`src/rtl/regs_pkg.sv`:
```
// regs_pkg: shared types and constants for the regs write-port arbiter
package regs_pkg;
  typedef enum logic [1:0] {S_IDLE, S_OWN0, S_OWN1} state_t;
  localparam logic REQ0 = 1'b0;
  localparam logic REQ1 = 1'b1;
  localparam int CNT_W = 16;
endpackage

```
`src/rtl/regs_rr_pick.sv`:
```
// regs_rr_pick: 2-way round-robin grant; pref names the requester that wins a tie
module regs_rr_pick
  import regs_pkg::*;
(
  input  logic [1:0] valid,
  input  logic       pref,
  output logic [1:0] grant
);
  assign grant[0] = valid[0] && (!valid[1] || pref == REQ0);
  assign grant[1] = valid[1] && (!valid[0] || pref == REQ1);
endmodule

```
`src/rtl/regs_wr_arb.sv`:
```
// regs_wr_arb: round-robin write arbiter with per-requester lock for the regs write port
// Optional write counter on o_wr_cnt when REGS_WR_ARB_CNT_EN is defined.
module regs_wr_arb
  import regs_pkg::*;
#(
  parameter int REGS_WIDTH      = 8,
  parameter int REGS_WIDTH_ADDR = 4
) (
  input  logic                       i_clk,
  input  logic                       i_rst_n,
  input  logic                       i_req0_valid,
  input  logic [REGS_WIDTH_ADDR-1:0] i_req0_addr,
  input  logic [REGS_WIDTH-1:0]      i_req0_data,
  input  logic                       i_req0_lock,
  input  logic                       i_req1_valid,
  input  logic [REGS_WIDTH_ADDR-1:0] i_req1_addr,
  input  logic [REGS_WIDTH-1:0]      i_req1_data,
  input  logic                       i_req1_lock,
  output logic                       o_req0_ready,
  output logic                       o_req1_ready,
  output logic                       o_wt_en,
  output logic [REGS_WIDTH_ADDR-1:0] o_data_addr,
  output logic [REGS_WIDTH-1:0]      o_data,
  output logic [1:0]                 o_owner
`ifdef REGS_WR_ARB_CNT_EN
  ,output logic [CNT_W-1:0]          o_wr_cnt
`endif
);
  state_t     state, state_n;
  logic       last;
  logic [1:0] pick, rdy;
  logic       xfer, sel, lock_sel;
  regs_rr_pick u_pick (
    .valid ({i_req1_valid, i_req0_valid}),
    .pref  (~last),
    .grant (pick)
  );
  always_comb begin
    rdy = !i_rst_n ? 2'b00 :
          state == S_OWN0 ? {1'b0, i_req0_valid} :
          state == S_OWN1 ? {i_req1_valid, 1'b0} : pick;
    xfer = |rdy;
    sel = rdy[1];
    lock_sel = sel ? i_req1_lock : i_req0_lock;
    state_n = !xfer ? state : !lock_sel ? S_IDLE : sel ? S_OWN1 : S_OWN0;
  end
  assign o_req0_ready = rdy[0];
  assign o_req1_ready = rdy[1];
  assign o_owner = {state != S_IDLE, state == S_OWN1};
  // last starts at REQ1 so requester 0 wins the first tie after reset
  always_ff @(posedge i_clk or negedge i_rst_n) begin
    if (!i_rst_n) begin
      state <= S_IDLE;
      last <= REQ1;
      o_wt_en <= 1'b0;
      o_data_addr <= '0;
      o_data <= '0;
    end else begin
      state <= state_n;
      o_wt_en <= xfer;
      if (xfer) begin
        last <= sel;
        o_data_addr <= sel ? i_req1_addr : i_req0_addr;
        o_data <= sel ? i_req1_data : i_req0_data;
      end
    end
  end
`ifdef REGS_WR_ARB_CNT_EN
  logic [CNT_W-1:0] cnt;
  always_ff @(posedge i_clk or negedge i_rst_n) begin
    if (!i_rst_n) cnt <= '0;
    else if (o_wt_en) cnt <= cnt + 1'b1;
  end
  assign o_wr_cnt = cnt;
`endif
endmodule

```
`config.mk`:
```
export PLATFORM = sky130hd
export DESIGN_NAME = regs_wr_arb
export DESIGN_NICKNAME = d
export VERILOG_FILES = /design/src/rtl/regs_pkg.sv /design/src/rtl/regs_rr_pick.sv /design/src/rtl/regs_wr_arb.sv
export SDC_FILE = /design/constraint.sdc
export NUM_CORES = 1
export LEC_CHECK = 0
export BUFFER_PORTS_ARGS = -buffer_cell sky130_fd_sc_hd__buf_2
export CAP_MARGIN = 20
export CORE_MARGIN = 3
export CORE_UTILIZATION = 30
export CTS_CLUSTER_DIAMETER = 120
export DETAILED_ROUTE_END_ITERATION = 7
export SETUP_SLACK_MARGIN = 0.1
export SKIP_LAST_GASP = 1
export SYNTH_ARGS = -nofsm -noshare
export SYNTH_HDL_FRONTEND = slang
export SYNTH_SLANG_ARGS = --single-unit
export TNS_END_PERCENT = 20
```
`constraint.sdc`:
```
create_clock -name i_clk -period 2.5 [get_ports i_clk]
set_clock_uncertainty 0.1 [all_clocks]
set_input_delay 0.75 -clock i_clk [delete_from_list [all_inputs] [get_ports i_clk]]
set_output_delay 0.75 -clock i_clk [all_outputs]
set_load 0.02 [all_outputs]
```
==> Yosys cells after proc, flatten, opt, wreduce, memory -nomap -nowiden <==
Cells that the tools add are included.
{ "word_totals": {"reg_bits": 16, "in_bits": 30, "output_inout_bits": 17, "word_cells": 24} }
{ "classes": {"n_eq_ne": 2, "mux": 8, "bitwise_logic": 1, "n_reduce_logical": 8} }
{ "op_table": {"columns": ["op", "n"], "rows": [
  ["2-bit two-way mux", 5],
  ["8-bit two-way mux", 1],
  ["4-bit two-way mux", 1],
  ["2-bit by 1-bit == test with 1-bit output (second input constant)", 1],
  ["2-bit == test (second input constant)", 1],
  ["1-bit logical AND", 2],
  ["1-bit zero test", 2],
  ["1-bit logical OR", 2],
  ["2-bit nonzero test", 1],
  ["2-bit OR reduction", 1],
  ["1-bit two-way mux", 1],
  ["1-bit inverter", 1]
]} }

==> Depth between registers and ports, before layout <==
{ "depth": {"ltp_word": 8, "depth_mapped": 6, "mapped_depth_nobuf": 4} }

==> By module <==
A second synthesis with hierarchy kept.
{ "hier_totals": {"hier_cells": 119, "area_unflattened_um2": 1159.9} }
{ "by_module_without_submodules": {"columns": ["mod", "n_inst", "cells_each", "area_each_um2", "seq_area_each_um2"], "rows": [
  ["regs_wr_arb", 1, 116, 1141.1, 401.6],
  ["regs_rr_pick", 1, 3, 18.8, 0.0]
]} }

==> Least setup slack after synthesis <==
No wires, ideal clock.
{ "synth_path": {"path_kind": "input port to output port", "startpoint": "input port i_req0_valid", "endpoint": "output port o_req1_ready", "t_arrival_ns": 1.610, "required_ns": 1.650, "setup_slack_ns": 0.040, "stages": 4, "path_buffers": 1, "cell_sequence": "and2_1 o21a_2 buf_6 nor2_1"} }
{ "synth_between": {"elab_chain_cells": 6} }
{ "synth_lines": {"columns": ["element", "line", "source"], "rows": [
  ["from (decl)", "regs_wr_arb.sv:11", "input logic i_req0_valid,"],
  ["1-bit zero test", "regs_rr_pick.sv:10", "assign grant[1] = valid[1] && (!valid[0] || pref == REQ1);"],
  ["1-bit logical OR", "regs_rr_pick.sv:10", null],
  ["1-bit logical AND", "regs_rr_pick.sv:10", null],
  ["2-bit two-way mux", "regs_wr_arb.sv:41", "state == S_OWN1 ? {i_req1_valid, 1'b0} : pick;"],
  ["2-bit two-way mux", "regs_wr_arb.sv:40", "state == S_OWN0 ? {1'b0, i_req0_valid} :"],
  ["2-bit two-way mux", "regs_wr_arb.sv:39", "rdy = !i_rst_n ? 2'b00 :"],
  ["to (decl)", "regs_wr_arb.sv:20", "output logic o_req1_ready,"]
]} }
No other way between the ends.

==> Final worst setup path <==
Same ends and word-level chain as after synthesis.

==> results.md <==
- Outcome: finished clean
- Critical path's top delay family: buffers and inverters
- WL met3: 157 um
- Simple-gate portion of the synthesized area: 16.1%
- Vias in the first global route: 977
- DP HPWL: 2.16 mm
- Total CTS buffers: 3
- Critical path buffers and inverters: 2
- CP Cell Sequence: buf_2 -> and2_1 -> o21a_2 -> nor2_4 -> buf_4
- Synth area leaders: dfrtp_1 36%, o211ai_1 17%, mux2_4 12%
- Routed met2 length: 1.34 mm
- Most common cell after layout, fill and taps aside: buf_2
- Biggest area consumer among synthesized cells: dfrtp_1
- #FFs+latches synth: 16
- Fin. max-slew vios: 0
- CP required: 1650 ps
- Max Buffers Root-to-Sink: 2
- Count of final hold-check violations: 0
- TNS Setup: 0 ps
- Clock slew at reported path FFs: 90 ps
- # IOs: 47
- Setup-failing EPs final: 0
- Setup Crit Path Kind: primary input to output pin
- N_diodes: 0
- Final Util: 43.3%
- Post-route DRC: 0
- Seq/Total Area, Yosys: 38.7%
- Core Rows: 20
- Leakage: 0.645 nW
- Highest routed layer: met4
- Clk Latency, worst-skew pair: 280 ps
- Detailed Route WL: 2.86 mm
- FMAX: 425 MHz
- First-pass GRT wire length: 4.64 mm
- RSZ-0062 raised after global routing: yes
- CP Launch Type: primary input
- Critical R2R Launch: state[1]
- Die area: 4200 sq um
- Drt first pass iters: 4
- Pin count of the biggest net entering global routing: 15
- Synth Area in Compound Gates: 23.0%
- Post-synthesis mux area share: 15.9%
- Post-synthesis adder-cell area fraction: 0%
- WL/cell: 14.1 um
- Routability cong.: 0.793
- Clock sinks: 16
- Die Y: 64.8 um
- Initial core utilization: 32.7%
- Ys Warns: 0
- Syn-to-layout area delta: 32.5%
- Pwr dens: 908 nW/um^2
- Via count: 991
- Cell total after placement: 198
- Max-slew headroom: 69.1%
- Average size of a mapped cell: 9.62 sq um
- Synthesized Nets: 138
- Met1 wire length: 1.33 mm
- Arrival time at the worst endpoint: 1510 ps
- First DRT Iteration DRCs: 39
- Finished Layout Cells: 202
- Crit end category: output pin
- Detail Route Antenna Nets: 0
- Vias/cell: 4.91
- Antenna violations before repair: 0
- Post-Synth XOR/XNOR Area: 0%
- Global route overflow: 0
- Fill cell count: 336
- Largest family of logic cells by synthesized area: compound AO/OA/AOI/OAI gates
- Max stage delay on crit path: 240 ps
- Max-capacitance violation count: 0
- Min-Delay Path Class: primary input to async pin
- Layout Nets: 189
- Core ar.: 3180 sq um
- CTS tree: yes
- Area of the multi-input gates: 583 sq um
- Post-synth design cell area: 1040 sq um
- Root buffer cell: clkbuf_4
- Critical path peak fanout: 4
- H-Tree Depth: 1
- Critical path origin: i_req0_valid
- Area taken by flip-flops and latches: 402 sq um
- Synth Instances: 108
- Period Utilization, post-route: 94.2%
- Maximum VDD drop: 328 uV
- Worst-Margin Slew: 464 ps
- Post-synth top area share: 36.1%
- Worst path slowest cell: o21a_2
- Share of layout cells above drive strength 1: 49.4%
- Min cycle time layout: 2360 ps
- Die width: 64.8 um
- Most frequent cells in the layout: 45 x buf_2, 26 x nand2_1, 24 x o211ai_1
- Port bufs: 46
- Synth cell types: 25
- Total track usage: 14.1%
metal layers:
layer | global-route usage (%) | up-vias
met2 | 23.1 | 41
met1 | 18.4 | 462
met5 | 0 | -
li1 | - | 486
met3 | 2.95 | 2
met4 | 4.49 | 0
state kept, by name, indices dropped and copies added, names as in the netlist:
register	flops
last	1
o_data	8
o_data_addr	4
o_wt_en	1
state	2
kinds of logic (layout without fill, tap and decap cells):
group           count (synthesis)  in the layout
compound gates                 33             33
flops                          16             16
mux                            12             12
simple gates                   37             37
buf+inv                        10             60
worst reg2reg max path: stages, from the launching register on:
cell	delay, ps
dfrtp_1	430
nand2b_1	260
buf_4	230
a21oi_2	70
nor2_2	90
buf_4	200
mux2_2	350
stage by stage:
| step | power, mW | hold WS, ps | worst slack [ps] | area (sq um) |
|---|---|---|---|---|
| 2_1_floorplan | 0.880 | 354 | 156 | 1040 |
| 3_3_place_gp | 1.07 | 385 | 118 | 1330 |
| 3_5_place_dp | 1.08 | 395 | 96.9 | 1330 |
| 4_1_cts | 1.26 | 168 | 110 | 1370 |
| 5_1_grt | 1.34 | 177 | 92.1 | 1380 |
| 6_report | 1.25 | 181 | 144 | 1380 |
timing repair:
action | CTS | global route
buffers inserted | 0 | 0
endpoints found under the setup margin | 1 | 2
pin swaps | 0 | 0
gates resized for setup | 1 | 2
hold buffers | 0 | 0
synth_stat cells:
library cell and instances:
nor2b_2 1, dfrtp_1 15, or2b_1 1, a21oi_2 1, nor2_2 1, nor2_1 2
mux2_4 8, buf_6 3, dfstp_2 1, nand2b_1 2, o31ai_1 1, or2_2 1
clkbuf_1 1, o21ai_0 2, mux2_2 4, o21ai_1 1, o2bb2ai_1 1, and2_1 2
a21oi_1 2, o21a_2 1, or3b_1 1, inv_1 2, buf_2 4, nand2_1 26
o211ai_1 24
power by group:
group          internal, mW  total (mW)  switching [mW]
clock network        0.0886       0.172          0.0831
logic                 0.295       0.658           0.363
registers             0.362       0.421          0.0587
final cells by class:
cell class | instances | share of cell area (%)
timing repair buffer | 54 | 21.3
inverter | 2 | 0.545
sequential | 16 | 29.2
tap | 44 | 4.00
clock buffer | 4 | 2.64
multi-input combinational | 82 | 42.4
final timing paths:
check	to	slack, ps	depth (start not counted)
worst max-delay path	o_req1_ready	140	5
worst min-delay path	state[0]	180	1
worst max register to register	o_data[5]	670	6
worst min register to register	o_data[4]	420	1
max in group asynchronous	last	1650	2
min in group i_clk	o_data[4]	420	1
(Power assumes the default switching activity.)
